==> config.mk <==
export PLATFORM = sky130hd
export DESIGN_NAME = key_debounce
export DESIGN_NICKNAME = d
export VERILOG_FILES = /design/src/rtl/key_debounce.sv
export SDC_FILE = /design/constraint.sdc
export NUM_CORES = 1
export LEC_CHECK = 0
export ABC_AREA = 1
export CAP_MARGIN = 25
export CORE_ASPECT_RATIO = 0.5
export CORE_MARGIN = 1.5
export CORE_UTILIZATION = 25
export DETAILED_ROUTE_END_ITERATION = 7
export PLACE_DENSITY = 0.36
export SLEW_MARGIN = 20
export SYNTH_ARGS = -nofsm -noshare
export SYNTH_HDL_FRONTEND = slang
export SYNTH_SLANG_ARGS = --single-unit
==> constraint.sdc <==
create_clock -name clk -period 1.5 [get_ports clk]
set_input_delay 0.225 -clock clk [delete_from_list [all_inputs] [get_ports clk]]
set_output_delay 0.225 -clock clk [all_outputs]
set_load 0.02 [all_outputs]
==> src/rtl/key_debounce.sv <==
// key_debounce: turns one raw, bouncing push-button into clean strobes.
// The raw level is synchronised, normalised to "pressed", then a 4-state
// debouncer accepts a level change only after DEBOUNCE_CYCLES consecutive
// agreeing samples. While the key is held, an optional hold/repeat timer
// emits further key_pulse strobes.
module key_debounce #(
  parameter int unsigned DEBOUNCE_CYCLES = 1000000,
  parameter int unsigned KEY_ACTIVE_LOW  = 1,
  parameter int unsigned REPEAT_EN       = 0,
  parameter int unsigned HOLD_CYCLES     = 25000000,
  parameter int unsigned REPEAT_CYCLES   = 5000000
) (
  input  logic clk,
  input  logic rst,          // asynchronous, active low
  input  logic key,
  output logic key_pulse,
  output logic key_release,
  output logic key_state
);

  // Raw level of the key when nobody touches it.
  localparam logic KEY_IDLE = (KEY_ACTIVE_LOW != 0) ? 1'b1 : 1'b0;

  // Stable counter only ever needs to reach DEBOUNCE_CYCLES-2: the sample
  // taken in IDLE/PRESSED counts as the first agreeing sample.
  localparam int unsigned CNT_W    = $clog2(DEBOUNCE_CYCLES);
  localparam logic [CNT_W-1:0] CNT_LAST = CNT_W'(DEBOUNCE_CYCLES - 2);

  localparam int unsigned HOLD_MAX = (HOLD_CYCLES > REPEAT_CYCLES) ? HOLD_CYCLES : REPEAT_CYCLES;
  localparam int unsigned HOLD_W   = $clog2(HOLD_MAX + 1);
  localparam logic [HOLD_W-1:0] HOLD_LAST = HOLD_W'(HOLD_CYCLES - 1);
  localparam logic [HOLD_W-1:0] REP_LAST  = HOLD_W'(REPEAT_CYCLES - 1);

  typedef enum logic [1:0] {
    IDLE         = 2'd0,
    PRESS_WAIT   = 2'd1,
    PRESSED      = 2'd2,
    RELEASE_WAIT = 2'd3
  } state_t;

  logic [1:0]        sync_reg;
  state_t            state_reg;
  logic [CNT_W-1:0]  cnt_reg;
  logic [HOLD_W-1:0] hold_reg;
  logic              repeating_reg;
  logic              key_pulse_reg;
  logic              key_release_reg;
  logic              key_state_reg;

  logic pressed;
  logic cnt_done;
  logic hold_done;

  // Two-flop synchroniser; resets to the released level so a key held
  // through reset is seen as a fresh press afterwards.
  always_ff @(posedge clk or negedge rst) begin
    if (!rst) begin
      sync_reg <= {KEY_IDLE, KEY_IDLE};
    end else begin
      sync_reg <= {sync_reg[0], key};
    end
  end

  assign pressed   = sync_reg[1] ^ KEY_IDLE;
  assign cnt_done  = (cnt_reg == CNT_LAST);
  assign hold_done = repeating_reg ? (hold_reg == REP_LAST) : (hold_reg == HOLD_LAST);

  // Debounce FSM with hold/repeat timer; all outputs are registered here.
  // The hold timer advances on every cycle the debounced key is down and
  // the synchronised key reads pressed, so cycles spent checking a possible
  // release simply freeze it.
  always_ff @(posedge clk or negedge rst) begin
    if (!rst) begin
      state_reg       <= IDLE;
      cnt_reg         <= '0;
      hold_reg        <= '0;
      repeating_reg   <= 1'b0;
      key_pulse_reg   <= 1'b0;
      key_release_reg <= 1'b0;
      key_state_reg   <= 1'b0;
    end else begin
      key_pulse_reg   <= 1'b0;
      key_release_reg <= 1'b0;
      case (state_reg)
        IDLE: begin
          if (pressed) begin
            state_reg <= PRESS_WAIT;
            cnt_reg   <= '0;
          end
        end

        PRESS_WAIT: begin
          if (!pressed) begin
            state_reg <= IDLE;
            cnt_reg   <= '0;
          end else if (cnt_done) begin
            state_reg     <= PRESSED;
            cnt_reg       <= '0;
            key_pulse_reg <= 1'b1;
            key_state_reg <= 1'b1;
            hold_reg      <= '0;
            repeating_reg <= 1'b0;
          end else begin
            cnt_reg <= cnt_reg + CNT_W'(1);
          end
        end

        PRESSED: begin
          if (!pressed) begin
            state_reg <= RELEASE_WAIT;
            cnt_reg   <= '0;
          end else if (REPEAT_EN != 0) begin
            if (hold_done) begin
              key_pulse_reg <= 1'b1;
              hold_reg      <= '0;
              repeating_reg <= 1'b1;
            end else begin
              hold_reg <= hold_reg + HOLD_W'(1);
            end
          end
        end

        RELEASE_WAIT: begin
          if (pressed) begin
            // Bounce rejected: back to held, timer resumes where it froze.
            state_reg <= PRESSED;
            cnt_reg   <= '0;
            if (REPEAT_EN != 0) begin
              if (hold_done) begin
                key_pulse_reg <= 1'b1;
                hold_reg      <= '0;
                repeating_reg <= 1'b1;
              end else begin
                hold_reg <= hold_reg + HOLD_W'(1);
              end
            end
          end else if (cnt_done) begin
            state_reg       <= IDLE;
            cnt_reg         <= '0;
            key_release_reg <= 1'b1;
            key_state_reg   <= 1'b0;
          end else begin
            cnt_reg <= cnt_reg + CNT_W'(1);
          end
        end

        default: begin
          state_reg <= IDLE;
          cnt_reg   <= '0;
        end
      endcase
    end
  end

  assign key_pulse   = key_pulse_reg;
  assign key_release = key_release_reg;
  assign key_state   = key_state_reg;

endmodule

==> impl_results.md <==
* Outcome: complete, no violations
* Vias in the first global route at 1301
* Post-Synth Adder-Cell Area at 0.0154
* Wire per inst at 12.7 um
* Total power at approximately 0.0021 W
* Startpoint Class: register
* Via density at 4.30
* Die span in x at between 100 and 150 um
* Clk sinks at 27
* Pin count of the biggest net entering global routing at 28
* Critical path class: reg2reg
* Cells after Synth at about 210
* CTS root buf: clkbuf_16
* Nets at 253
* Worst-Margin Slew at between 0.2 and 0.3 ns
* Fill cells at roughly 670
* Synth Area in Compound Gates at 0.0810
* Clk buf depth at 2
* Post-route DRC at 0
* Initial Utilization at 0.264
* Die area at roughly 7000 um2
* DRT antenna net count at 0
* Relative slew slack at 0.811
* Die Span Y at between 50 and 60 um
* Layout cell share with drive strength beyond 1 at 0.255
* Largest family of logic cells by synthesized area: simple AND/OR/NAND/NOR gates
* Warnings, synthesis at 0
* # port buffers at 5
* Core Area at 6160 um2
* VDD IR-drop max at ~0.4 mV
* Syn Area/Cell at 7.58 um2
* Gr usage total at 0.136
* Skew-Pair Late Insertion Delay at around 0.27 ns
* CP Max Fanout at 5
* Via count at 1439
* DP Wirelength at roughly 3.0 mm
* Diode count at 0
* Asr flop ratio synth at 1.00
* Distinct cells, synth at 29
* # setup viols final at 0
* F_max at 0.683 GHz
* Total CTS buffers at 3
* Number of synthesized register bits at 27
* First-pass GRT wire length at roughly 7 mm
* Syn Nets at roughly 220
* Hold Fails Final Rpt at 0
* Initial antenna violation count at 0
* Clock Skew at 0.00427 ns
* Tightest Hold Check Type: in2async
* Cell Pwr Density at about 1000 nW/um2
* Max reg flops at 20
* Area Growth Syn to Fin at 31.0%
* GR Overflow Total at 0
* DR pass1 iterations at 5
* Reg clk slew, reported paths at ~0.070 ns
* Post-Synth Simple-Gate Area at 0.380
* Post-synthesis sequential area ratio at 0.418
* RSZ-0062 raised after global routing: yes
* Worst hold slack at 0.318 ns
* Drt first-iter violations at 69
* Multiplexer area fraction after synthesis at 0
* Tcrit/Tclk final at 0.976
* Crit end category: register
* Routed wire length at around 4.3 mm
* Synthesized cell area at ~1600 um2
* Max Cap Viol at 0
* P_leak at between 0.8 and 0.9 nW
* Main synth FF type: dfrtp_1
* Ports at 6
* Placer congestion estimate at 0.741
* Min Tclk post-route at 1.46 ns
* Row count at 20
* Final TNS setup at 0 ns
* CTS tree: yes
* H-tree levels at 1
* Worst EP required at roughly 1.7 ns
* Pins Over Slew Limit at 0
* Arr. time, crit path at about 1.6 ns
* Post-Synth XOR/XNOR Area at 0.0378
* Post-synth EDFFs at 0
[per-layer routing]
layer / share of wire / GRT usage / wire, um / up-vias
li1: - / - / - / 755
met1: 0.56 / 0.200 / 2390 / 669
met2: 0.40 / 0.194 / 1720 / 13
met3: 0.029 / 0.0426 / 125 / 2
met4: 0.0080 / 0.0310 / 34 / 0
met5: 0 / 0 / 0 / -
[logic make-up (layout without fill, tap and decap cells)]
| logic type | count (synthesis) | count (layout) |
|---|---|---|
| compound gates | 23 | 23 |
| xor+xnor | 7 | 7 |
| fa+ha+maj | 2 | 2 |
| buf+inv | 29 | 61 |
| flops | 27 | 27 |
| simple gates | 126 | 127 |
[final timing paths]
path,from,endpoint,slack [ns],cells after the start
max,cnt_reg[0],register,0.04,10
min,rst,cnt_reg[10],0.32,2
max reg2reg,cnt_reg[0],register,0.04,10
min reg2reg,sync_reg[0],sync_reg[1],0.36,0
max in group asynchronous,rst,sync_reg[1],0.95,2
min in group clk,sync_reg[0],sync_reg[1],0.36,0
[layout make-up]
class	count	area, um2	share of cell area
Clock buffer	4	78.8	0.0371
Inverter	28	105	0.0494
Multi-Input combinational cell	159	908	0.427
Sequential cell	27	681	0.320
Tap cell	88	110	0.0518
Timing Repair Buffer	29	243	0.114
[layout by cell type, fill, tap and decap left out]
| master | count |
|---|---|
| nand3_2 | 2 |
| dfrtp_2 | 2 |
| clkinv_1 | 1 |
| ha_2 | 1 |
| nand3_4 | 1 |
| clkdlybuf4s50_1 | 5 |
| inv_2 | 2 |
| buf_12 | 1 |
| nor3_1 | 1 |
| nand2_1 | 56 |
| ha_1 | 1 |
| nor2_1 | 15 |
| nand3_1 | 21 |
| xor2_1 | 6 |
| inv_1 | 25 |
| clkbuf_16 | 3 |
| dfrtp_1 | 23 |
| nor2b_4 | 1 |
| o21ai_2 | 1 |
| o211ai_1 | 1 |
| nor2_8 | 1 |
| nor2_4 | 8 |
| a21oi_1 | 1 |
| nand2_2 | 4 |
| o21ai_1 | 3 |
| dfstp_2 | 2 |
| a21o_1 | 1 |
| buf_4 | 23 |
| clkbuf_1 | 1 |
| nor3_2 | 1 |
| nand2_4 | 3 |
| nand4_1 | 7 |
| xnor2_1 | 1 |
| o22ai_1 | 3 |
| o21ai_0 | 12 |
| nor2_2 | 6 |
| a21oi_2 | 1 |
[per-stage QoR]
step	std cells	setup WS (ns)	util	instance area [um2]
floorplan	214	0.128	-	1620
global placement	325	0.0237	0.314	1930
detailed placement	325	0.0147	0.314	1930
CTS	329	0.0122	0.327	2010
global route	335	-0.0749	0.345	2130
finish	335	0.0360	0.345	2130
[synthesized netlist by cell type (3+ instances only)]
library cell / instances / area (um2)
nor2_4: 4 / 45.0
o21ai_0: 15 / 75.1
nand3_1: 22 / 110
nand2_1: 57 / 214
dfrtp_1: 25 / 626
o22ai_1: 3 / 18.8
nor2_1: 20 / 75.1
xor2_1: 6 / 52.6
inv_1: 25 / 93.8
nor2_2: 5 / 31.3
nand4_1: 7 / 43.8
nand2_2: 4 / 25.0
[power breakdown]
part | internal (W) | leakage, nW | switching (W)
combinational | 0.000224 | 0.481 | 0.000422
sequential | 0.000785 | 0.362 | 0.0000720
clock | 0.000365 | 0.0382 | 0.000267
[critical path, cell delays in order, from the launching register on]
cell and delay, ns:
dfrtp_1 0.40, inv_1 0.07, ha_1 0.13, nand2_1 0.06
nor2_2 0.12, nor2b_4 0.18, nand3_4 0.12, nand2_4 0.13
nand2_1 0.05, nand2_1 0.05, nand2_1 0.05
[timing repair]
action,in CTS,in global routing
gates cloned,0,1
hold buffers,0,0
buffers inserted,0,5
endpoints found under the setup margin,1,23
pin swaps,0,9
gates resized for setup,1,21
(Power assumes the default switching activity.)
